--- src/rtl/alu_pkg.sv ---
// Shared opcodes, FSM state type and command record for the ALU command sequencer.
package alu_pkg;

  localparam logic [3:0] OP_DEC  = 4'b0000;
  localparam logic [3:0] OP_INC  = 4'b0001;
  localparam logic [3:0] OP_NOT  = 4'b0010;
  localparam logic [3:0] OP_NEG  = 4'b0011;
  localparam logic [3:0] OP_SHL  = 4'b0100;
  localparam logic [3:0] OP_SHR  = 4'b0101;
  localparam logic [3:0] OP_GT   = 4'b0110;
  localparam logic [3:0] OP_AND  = 4'b0111;
  localparam logic [3:0] OP_OR   = 4'b1000;
  localparam logic [3:0] OP_XOR  = 4'b1001;
  localparam logic [3:0] OP_NAND = 4'b1010;
  localparam logic [3:0] OP_NOR  = 4'b1011;
  localparam logic [3:0] OP_SUB  = 4'b1100;
  localparam logic [3:0] OP_ADD  = 4'b1101;
  localparam logic [3:0] OP_MUL  = 4'b1110;
  localparam logic [3:0] OP_DIV  = 4'b1111;

  localparam logic [8:0] ERR_RESULT = 9'h1FF;

  typedef enum logic [1:0] {IDLE, WAIT, RESP} state_e;

  typedef struct packed {
    logic [3:0] opcode;
    logic [7:0] a;
    logic [7:0] b;
    logic       chain;
  } cmd_t;

  localparam int unsigned CMD_W = $bits(cmd_t);

  // Divide by zero never reaches the ALU; it is answered locally with an error response.
  function automatic logic is_reject(cmd_t c);
    return (c.opcode == OP_DIV) && (c.b == 8'h00);
  endfunction

endpackage

--- src/rtl/alu_cmd_sequencer_if.sv ---
// Command, ALU and response signals of the sequencer; master is the sequencer's view.
interface alu_cmd_sequencer_if;

  logic       cmd_valid;
  logic       cmd_ready;
  logic [3:0] cmd_opcode;
  logic [7:0] cmd_a;
  logic [7:0] cmd_b;
  logic       cmd_chain;

  logic [7:0] alu_op1;
  logic [7:0] alu_op2;
  logic [3:0] alu_opcode;
  logic [8:0] alu_result;
  logic       alu_carry;
  logic       alu_zero;

  logic       rsp_valid;
  logic       rsp_ready;
  logic [8:0] rsp_result;
  logic       rsp_carry;
  logic       rsp_zero;
  logic       rsp_err;
  logic       busy;

  modport master (
    input  cmd_valid, cmd_opcode, cmd_a, cmd_b, cmd_chain,
    input  alu_result, alu_carry, alu_zero,
    input  rsp_ready,
    output cmd_ready,
    output alu_op1, alu_op2, alu_opcode,
    output rsp_valid, rsp_result, rsp_carry, rsp_zero, rsp_err, busy
  );

  modport slave (
    output cmd_valid, cmd_opcode, cmd_a, cmd_b, cmd_chain,
    output alu_result, alu_carry, alu_zero,
    output rsp_ready,
    input  cmd_ready,
    input  alu_op1, alu_op2, alu_opcode,
    input  rsp_valid, rsp_result, rsp_carry, rsp_zero, rsp_err, busy
  );

endinterface

--- src/rtl/alu_cmd_fifo.sv ---
// Synchronous FIFO for queued ALU commands; flags derive from the registered count.
module alu_cmd_fifo #(
  parameter int unsigned DEPTH = 4,
  parameter int unsigned WIDTH = 21
) (
  input  logic                       clk,
  input  logic                       rst,
  input  logic                       push,
  input  logic [WIDTH-1:0]           wdata,
  input  logic                       pop,
  output logic [WIDTH-1:0]           rdata,
  output logic                       full,
  output logic                       empty,
  output logic [$clog2(DEPTH+1)-1:0] count
);

  localparam int unsigned AW = $clog2(DEPTH);
  localparam int unsigned CW = $clog2(DEPTH + 1);

  logic [WIDTH-1:0] mem [DEPTH];
  logic [AW-1:0]    wr_ptr;
  logic [AW-1:0]    rd_ptr;
  logic             do_push;
  logic             do_pop;

  assign full    = (count == CW'(DEPTH));
  assign empty   = (count == '0);
  assign do_push = push && !full;
  assign do_pop  = pop && !empty;
  assign rdata   = mem[rd_ptr];

  always_ff @(posedge clk) begin
    if (do_push) begin
      mem[wr_ptr] <= wdata;
    end
  end

  always_ff @(posedge clk) begin
    if (rst) begin
      wr_ptr <= '0;
      rd_ptr <= '0;
      count  <= '0;
    end else begin
      if (do_push) begin
        wr_ptr <= wr_ptr + 1'b1;
      end
      if (do_pop) begin
        rd_ptr <= rd_ptr + 1'b1;
      end
      unique case ({do_push, do_pop})
        2'b10:   count <= count + 1'b1;
        2'b01:   count <= count - 1'b1;
        default: count <= count;
      endcase
    end
  end

endmodule

--- src/rtl/alu_cmd_sequencer.sv ---
// Queues ALU commands, issues them one at a time, waits the ALU latency and returns
// results in order, optionally chaining the previous result in as op1.
module alu_cmd_sequencer
  import alu_pkg::*;
#(
  parameter int unsigned DEPTH   = 4,
  parameter int unsigned ALU_LAT = 1
) (
  input logic                 Clock,
  input logic                 Resetn,
  alu_cmd_sequencer_if.master bus
);

  localparam int unsigned CntW   = (ALU_LAT > 1) ? $clog2(ALU_LAT + 1) : 1;
  localparam int unsigned CountW = $clog2(DEPTH + 1);

  state_e            state;
  logic [CntW-1:0]   cnt;
  logic [8:0]        last_result;
  logic [7:0]        op1_q;
  logic [7:0]        op2_q;
  logic [3:0]        opcode_q;
  logic              rsp_valid_q;
  logic [8:0]        rsp_result_q;
  logic              rsp_carry_q;
  logic              rsp_zero_q;
  logic              rsp_err_q;

  cmd_t              wr_cmd;
  cmd_t              head;
  logic              push;
  logic              pop;
  logic              full;
  logic              empty;
  logic [CountW-1:0] fifo_count;
  logic [7:0]        op1_eff;

  assign wr_cmd = '{opcode: bus.cmd_opcode, a: bus.cmd_a, b: bus.cmd_b, chain: bus.cmd_chain};
  assign push   = bus.cmd_valid && !full;
  // Issue only when the response slot is free or is being consumed this cycle.
  assign pop    = !empty && ((state == IDLE) || ((state == RESP) && bus.rsp_ready));
  assign op1_eff = head.chain ? last_result[7:0] : head.a;

  alu_cmd_fifo #(
    .DEPTH (DEPTH),
    .WIDTH (CMD_W)
  ) u_fifo (
    .clk   (Clock),
    .rst   (Resetn),
    .push  (push),
    .wdata (wr_cmd),
    .pop   (pop),
    .rdata (head),
    .full  (full),
    .empty (empty),
    .count (fifo_count)
  );

  always_ff @(posedge Clock) begin
    if (Resetn) begin
      state        <= IDLE;
      cnt          <= '0;
      last_result  <= '0;
      op1_q        <= '0;
      op2_q        <= '0;
      opcode_q     <= '0;
      rsp_valid_q  <= 1'b0;
      rsp_result_q <= '0;
      rsp_carry_q  <= 1'b0;
      rsp_zero_q   <= 1'b0;
      rsp_err_q    <= 1'b0;
    end else if (pop) begin
      if (is_reject(head)) begin
        rsp_result_q <= ERR_RESULT;
        rsp_carry_q  <= 1'b1;
        rsp_zero_q   <= 1'b0;
        rsp_err_q    <= 1'b1;
        rsp_valid_q  <= 1'b1;
        state        <= RESP;
      end else begin
        op1_q       <= op1_eff;
        op2_q       <= head.b;
        opcode_q    <= head.opcode;
        cnt         <= CntW'(ALU_LAT);
        rsp_valid_q <= 1'b0;
        state       <= WAIT;
      end
    end else begin
      unique case (state)
        IDLE: begin
          state <= IDLE;
        end
        WAIT: begin
          if (cnt == '0) begin
            rsp_result_q <= bus.alu_result;
            rsp_carry_q  <= bus.alu_carry;
            rsp_zero_q   <= bus.alu_zero;
            rsp_err_q    <= 1'b0;
            rsp_valid_q  <= 1'b1;
            last_result  <= bus.alu_result;
            state        <= RESP;
          end else begin
            cnt <= cnt - 1'b1;
          end
        end
        RESP: begin
          if (bus.rsp_ready) begin
            rsp_valid_q <= 1'b0;
            state       <= IDLE;
          end
        end
        default: state <= IDLE;
      endcase
    end
  end

  assign bus.cmd_ready  = !full;
  assign bus.alu_op1    = op1_q;
  assign bus.alu_op2    = op2_q;
  assign bus.alu_opcode = opcode_q;
  assign bus.rsp_valid  = rsp_valid_q;
  assign bus.rsp_result = rsp_result_q;
  assign bus.rsp_carry  = rsp_carry_q;
  assign bus.rsp_zero   = rsp_zero_q;
  assign bus.rsp_err    = rsp_err_q;
  assign bus.busy       = (fifo_count != '0) || (state != IDLE);

endmodule

--- src/flat_wrapper.sv ---
// flat-port wrapper written by rule: the top's interface ports become plain ports
module alu_cmd_sequencer_flat import alu_pkg::*;
#(
  parameter int unsigned DEPTH   = 4,
  parameter int unsigned ALU_LAT = 1
)
  (Clock, Resetn, bus_cmd_valid, bus_cmd_opcode, bus_cmd_a, bus_cmd_b, bus_cmd_chain, bus_alu_result, bus_alu_carry, bus_alu_zero, bus_rsp_ready, bus_cmd_ready, bus_alu_op1, bus_alu_op2, bus_alu_opcode, bus_rsp_valid, bus_rsp_result, bus_rsp_carry, bus_rsp_zero, bus_rsp_err, bus_busy);
  alu_cmd_sequencer_if bus_i ();
  input logic Clock;
  input logic Resetn;
  input wire logic [$bits(bus_i.cmd_valid)-1:0] bus_cmd_valid;
  input wire logic [$bits(bus_i.cmd_opcode)-1:0] bus_cmd_opcode;
  input wire logic [$bits(bus_i.cmd_a)-1:0] bus_cmd_a;
  input wire logic [$bits(bus_i.cmd_b)-1:0] bus_cmd_b;
  input wire logic [$bits(bus_i.cmd_chain)-1:0] bus_cmd_chain;
  input wire logic [$bits(bus_i.alu_result)-1:0] bus_alu_result;
  input wire logic [$bits(bus_i.alu_carry)-1:0] bus_alu_carry;
  input wire logic [$bits(bus_i.alu_zero)-1:0] bus_alu_zero;
  input wire logic [$bits(bus_i.rsp_ready)-1:0] bus_rsp_ready;
  output wire logic [$bits(bus_i.cmd_ready)-1:0] bus_cmd_ready;
  output wire logic [$bits(bus_i.alu_op1)-1:0] bus_alu_op1;
  output wire logic [$bits(bus_i.alu_op2)-1:0] bus_alu_op2;
  output wire logic [$bits(bus_i.alu_opcode)-1:0] bus_alu_opcode;
  output wire logic [$bits(bus_i.rsp_valid)-1:0] bus_rsp_valid;
  output wire logic [$bits(bus_i.rsp_result)-1:0] bus_rsp_result;
  output wire logic [$bits(bus_i.rsp_carry)-1:0] bus_rsp_carry;
  output wire logic [$bits(bus_i.rsp_zero)-1:0] bus_rsp_zero;
  output wire logic [$bits(bus_i.rsp_err)-1:0] bus_rsp_err;
  output wire logic [$bits(bus_i.busy)-1:0] bus_busy;
  assign bus_i.cmd_valid = bus_cmd_valid;
  assign bus_i.cmd_opcode = bus_cmd_opcode;
  assign bus_i.cmd_a = bus_cmd_a;
  assign bus_i.cmd_b = bus_cmd_b;
  assign bus_i.cmd_chain = bus_cmd_chain;
  assign bus_i.alu_result = bus_alu_result;
  assign bus_i.alu_carry = bus_alu_carry;
  assign bus_i.alu_zero = bus_alu_zero;
  assign bus_i.rsp_ready = bus_rsp_ready;
  assign bus_cmd_ready = bus_i.cmd_ready;
  assign bus_alu_op1 = bus_i.alu_op1;
  assign bus_alu_op2 = bus_i.alu_op2;
  assign bus_alu_opcode = bus_i.alu_opcode;
  assign bus_rsp_valid = bus_i.rsp_valid;
  assign bus_rsp_result = bus_i.rsp_result;
  assign bus_rsp_carry = bus_i.rsp_carry;
  assign bus_rsp_zero = bus_i.rsp_zero;
  assign bus_rsp_err = bus_i.rsp_err;
  assign bus_busy = bus_i.busy;
  alu_cmd_sequencer #(.DEPTH(DEPTH), .ALU_LAT(ALU_LAT)) u_core (.Clock(Clock), .Resetn(Resetn), .bus(bus_i));
endmodule
--- config.mk ---
export PLATFORM = sky130hd
export DESIGN_NAME = alu_cmd_sequencer_flat
export DESIGN_NICKNAME = d
export VERILOG_FILES = /design/src/rtl/alu_pkg.sv /design/src/rtl/alu_cmd_sequencer_if.sv /design/src/rtl/alu_cmd_fifo.sv /design/src/rtl/alu_cmd_sequencer.sv /design/src/flat_wrapper.sv
export SDC_FILE = /design/constraint.sdc
export NUM_CORES = 1
export LEC_CHECK = 0
export BUFFER_PORTS_ARGS = -buffer_cell sky130_fd_sc_hd__buf_2
export CAP_MARGIN = 15
export CORE_MARGIN = 5
export CORE_UTILIZATION = 62
export DETAILED_ROUTE_END_ITERATION = 16
export GPL_TIMING_DRIVEN = 0
export PLACE_DENSITY = 0.95
export SLEW_MARGIN = 10
export SYNTH_ARGS = -nofsm -noshare
export SYNTH_HDL_FRONTEND = slang
export SYNTH_SLANG_ARGS = --single-unit
--- constraint.sdc ---
create_clock -name Clock -period 5.1 [get_ports Clock]
set_input_delay 1.02 -clock Clock [delete_from_list [all_inputs] [get_ports Clock]]
set_output_delay 1.02 -clock Clock [all_outputs]
set_load 0.005 [all_outputs]
# After elaboration in Yosys (flattened, before gate mapping)
# Memories as Yosys holds them, arrays and structs flattened. A register that Yosys moved wholly into a read port is not among the register bits.
# Cells that the tools add are included.
# op_classes
muxes,35
bitwise,3
n_eq_ne,11
n_reduce_logical,24
n_addsub,5
# op_table
operator,count
$mux W9,4
$mux W1,21
$mux W2,6
$reduce_and A3 Y1,3
$logic_not A8 Y1,1
$mux W8,1
$logic_and A1 B1 Y1,6
$ne A3 B3 Y1 const B,2
$pmux W3 S2,1
$reduce_and A2 Y1,3
$reduce_bool A2 Y1,3
$reduce_bool A3 Y1,2
$add A2 B1 Y2 const B,2
$eq A2 B1 Y1 const B,2
$eq A2 B2 Y1 const B,2
$eq A4 B4 Y1 const B,1
$ne A2 B2 Y1 const B,2
$pmux W2 S2,1
$add A3 B1 Y3 const B,1
$eq A3 B3 Y1 const B,1
$logic_not A3 Y1,1
$not A1 Y1,3
$sub A3 B1 Y3 const B,1
$logic_not A1 Y1,2
5 further kinds,6
# totals
output_inout_bits,35
mem_count,1
ff_bits,51
ramBits,84
# mem_list
memory,words,word_bits,read_ports,rd_clocked_by_memory_dff,wr,line,text
u_core.u_fifo.mem,4,21,1,1,1,alu_cmd_fifo.sv:20,logic [WIDTH-1:0] mem [DEPTH];

# Depth between registers and ports, before layout
# logic_depth
word_depth,7
mapped_depth,10

# By module
# Synthesis repeated with hierarchy kept, for this count alone.
# hier_totals
hier_cells,376
hier_area_um2,5405.2
# modules_own_cells
module,seq_area_each_um2,cells_per_inst,instances,area_each_um2
alu_cmd_fifo,2702.6,163,1,3508.4
alu_cmd_sequencer,880.8,213,1,1896.8

# Least setup slack after synthesis
# No wires, ideal clock.
# synth_timing
kind,input-to-reg
startpoint,input bus_rsp_ready
endpoint,register u_core.u_fifo.count[2]
path_slack_ps,2463
cell_stages,8
arrival_time_ps,2567
required_time_ps,5030
path_buffers,0
cell_sequence,a21o_1 nand2_1 inv_1 ha_1 fa_1 xnor2_1 or3_1 a21oi_1
# synth_between
elab_chain_len,6
# synth_lines
element,line,text
from (decl),flat_wrapper.sv:19,input wire logic [$bits(bus_i.rsp_ready)-1:0] bus_rsp_ready;
$logic_and A1 B1 Y1 *,alu_cmd_sequencer.sv:41,assign pop = !empty && ((state == IDLE) || ((state == RESP) && bus.rsp_ready));
$logic_or A1 B1 Y1 *,alu_cmd_sequencer.sv:41,
$logic_and A1 B1 Y1 *,alu_cmd_sequencer.sv:41,
$logic_and A1 B1 Y1 *,alu_cmd_fifo.sv:29,assign do_pop = pop && !empty;
$eq A2 B1 Y1 / $eq A2 B2 Y1 (equally long branches),alu_cmd_fifo.sv:50,"unique case ({do_push, do_pop})"
$pmux W3 S2 / $reduce_bool A2 Y1 (equally long branches),--,
to (signal assigned),alu_cmd_fifo.sv:51,2'b10: count <= count + 1'b1;
to (signal assigned),alu_cmd_fifo.sv:52,2'b01: count <= count - 1'b1;
to (signal assigned),alu_cmd_fifo.sv:53,default: count <= count;
to (decl),alu_cmd_fifo.sv:14,output logic [$clog2(DEPTH+1)-1:0] count
# Every way passes the cells marked *; elsewhere a longest branch is shown, timed or not.
# A chain may end at the register's enable or synchronous reset.

# Final worst setup path
# layout_timing
startpoint,register u_core.u_fifo.count[0]
endpoint,output bus_busy
# layout_between
elab_chain_len,2
# layout_lines
element,line,text
$reduce_bool A3 Y1,alu_cmd_sequencer.sv:126,assign bus.busy = (fifo_count != '0) || (state != IDLE);
$logic_or A1 B1 Y1,alu_cmd_sequencer.sv:126,
to (decl),flat_wrapper.sv:29,output wire logic [$bits(bus_i.busy)-1:0] bus_busy;
# No other way between the ends.

==> metrics <==
run status=complete, no violations; worst-path maximum fanout=5; worst skew pair latency=around 0.53 ns; Lkg Pwr=~2.5 nW; Critical Path AT=between 1.5 and 2 ns; RR Endpoint=u_core.u_fifo.count[2]; gr ovfl total=0; Starting Density=between 60 and 70%; Clock transition at path regs=0.06 ns; setup bufs post-CTS=0; Setup violations, final=0; met2 Use GR=around two fifths; Largest stage delay, worst path=0.54 ns; layout cells sized above 1=31.7%; core area=about 9000 µm²; pwr/cell area=about 620 nW/µm²; Placer Congestion=about 0.84; FFs w/ async S/R, synth=0%; Pint=2.74 mW; vias per cell=between 6 and 7; r2r setup slk=~2.4 ns; Least-Margin Pin Slew=1.12 ns; count leader, synth=edfxtp_1; Fin. Hold Viols=0; antenna violations before repair=0; final worst slack=approximately 2.4 ns; Hold Startpoint=u_core.last_result[6]; Fmax=369 MHz; Final Skew=0.00521 ns; largest net degree at the start of global routing=22; # DRC=0; HP Class=flip-flop to flip-flop; CTS tree=built; RSZ-0062 raised after global routing=no; Yosys warnings=0; critical path class=flip-flop to output pin; ys flop type=edfxtp_1; Avg Synthesized Cell Area=14.0 µm²; CTS root buf=clkbuf_8; CTS HTree Levels=4; Top Ports=a little over 70; flops & latches, synth=137; Post-synth EDFFs=84; ranking of synthesized cells by area=edfxtp_1 (45%), dfxtp_1 (19%), mux4_2 (8.4%), a211oi_2 (3.3%), nand2_1 (2.4%); CTS resizes=0; Cells after Synth=401; Seq/Total Area, Yosys=63.6%; Top Usage Layer GRT=met2; Nets=about 530; Final period util=between 50% and 60%; CTS Buffer Depth=2; crit path cell chain=nor3_1 > nand2_1 > buf_2; post-synth cell types=42; TritonCTS Sinks=137; Post-Synthesis Cell Area=roughly 5600 µm²; CTS Hold Bufs=0; total CTS buffers=17; maxcap violations=0; depth of the worst register-to-register path=10; Cell Rows=34; Sequential Power Share=36.5%; Fillers=480; met1 GRT Util=32.3%; Final Max Slew Viols=0; met3 Track Usage GR=7.27%; syn nets=446; Routed WL per cell=22.1 µm; CP delay by family, top=simple AND/OR/NAND/NOR gates; WHS Endpoint=u_core.last_result[6]; Cells on Worst Hold Path=2; post-synth top area cell=edfxtp_1; Antenna Nets Post-Route=0; Worst setup startpoint=u_core.u_fifo.count[0]; fin crit period=2.71 ns; dpl ws=2.12 ns; Psw=1.42 mW; top cells by count, synth=edfxtp_1 (84), dfxtp_1 (53), nand2_1 (36); total negative slack=0 ns; combinational power share=33.4%; vias in the first global route=roughly 4000; GRT Util Overall=25.4%; Reg2Reg Launch Point=u_core.state[0]; Worst slew margin=25.6%; VDD IR max=0.342 mV; clock network fraction of design power=30.0%; Routed WL=about 13 mm; Area Overhead vs Synth=19.3%; Net Sw Frac=34.1%; DIE HEIGHT=105 µm; drt first pass iters=5; initial detailed-routing violation count=about 310; Stages on worst setup path=3; Setup crit end kind=output pin; die area=11100 µm²; Setup crit start kind=flip-flop; die width=about 110 µm; slowest CP cell=nor3_1; first-pass GRT wire length=21.5 mm; data required time of the critical path=4.08 ns; antenna cells=0; area share of the largest cell type after synthesis=44.8%; I/O Buffers=69; vias post-DR=3885; Buffers & Inverters on Critical Path=1; detailed placer's ending HPWL=8.40 mm
==> worst max-delay path by stage <==
stage,to,slack (ns)
finish,bus_busy,2.39
global placement,u_core.u_fifo.count[2],2.21
CTS,bus_busy,2.44
floorplan,u_core.u_fifo.count[2],2.46
detailed placement,u_core.u_fifo.count[2],2.12
global route,u_core.bus.alu_opcode[2],2.29
==> cell usage in the layout, fill, tap and decap left out, types with 13 or more instances in the layout <==
| cell | Yosys | final |
|---|---|---|
| mux4_2 | 21 | 21 |
| clkbuf_1 | 14 | 14 |
| a211oi_2 | 15 | 15 |
| nand4_1 | 15 | 15 |
| clkbuf_16 | 0 | 16 |
| nand2_1 | 36 | 36 |
| inv_1 | 15 | 15 |
| dfxtp_1 | 53 | 53 |
| buf_2 | 8 | 77 |
| nor2b_1 | 13 | 13 |
| a21oi_1 | 17 | 17 |
| nor2_1 | 27 | 27 |
| edfxtp_1 | 84 | 84 |
==> cells by family (layout without fill, tap and decap cells) <==
logic type	Yosys count	after routing	share of synthesized area [%]
AO/OA/AOI/OAI	68	68	9.91
buffers and inverters	41	142	3.11
flip-flops	137	137	63.6
adder cells (fa/ha/maj)	9	9	2.13
multiplexers	30	30	10.2
XOR/XNOR	5	5	0.778
AND/OR/NAND/NOR	111	111	10.2
==> area by class of cell <==
cell class / count / area (µm²) / share of cell area, %
clock inverter: 15 / 191 / 2.85
sequential: 137 / 3580 / 53.4
multi-input combinational: 223 / 1870 / 27.9
tap: 108 / 135 / 2.01
buffer: 26 / 119 / 1.77
inverter: 15 / 56.3 / 0.838
clock buffer: 17 / 414 / 6.17
timing repair buffer: 69 / 345 / 5.14
==> power groups by stage <==
stage	sequential, mW	clock (mW)	combinational (mW)
2_1_floorplan	1.51	0	0.922
3_3_place_gp	1.51	0	1.24
4_1_cts	1.51	1.25	1.36
5_1_grt	1.54	1.31	1.49
6_report	1.52	1.25	1.39
3_5_place_dp	1.52	0	1.31
==> tightest hold or removal path: stages (launching register included) <==
cell	delay, ns
dfxtp_1	0.31
nand2_1	0.05
a21oi_1	0.05
==> flip-flops by register name (all words and copies together) (netlist names), 2 cells and up, named ones only <==
signal,cells
u_core.state,2
u_core.u_fifo.rd_ptr,2
u_core.bus.alu_op1,8
u_core.bus.alu_opcode,4
u_core.last_result,8
u_core.u_fifo.wr_ptr,2
u_core.u_fifo.mem,84
u_core.bus.rsp_result,9
u_core.u_fifo.count,3
u_core.bus.alu_op2,8
==> layer usage <==
layer	vias to the layer above	wire, µm	part of all wire [%]
li1	1710	-	-
met1	1877	5150	38
met2	253	6640	49
met3	45	1230	9.1
met4	0	467	3.5
met5	-	0	0
==> through the flow <==
stage	hold slack, ns	util, %	cells	power [mW]	instance area [µm²]
global placement	0.446	69.4	578	2.75	6110
floorplan	0.433	-	401	2.43	5630
global route	0.482	76.3	610	4.34	6720
detailed placement	0.452	69.4	578	2.84	6110
CTS	0.460	76.3	610	4.13	6720
finish	0.464	76.3	610	4.15	6720
(Power assumes the default switching activity.)
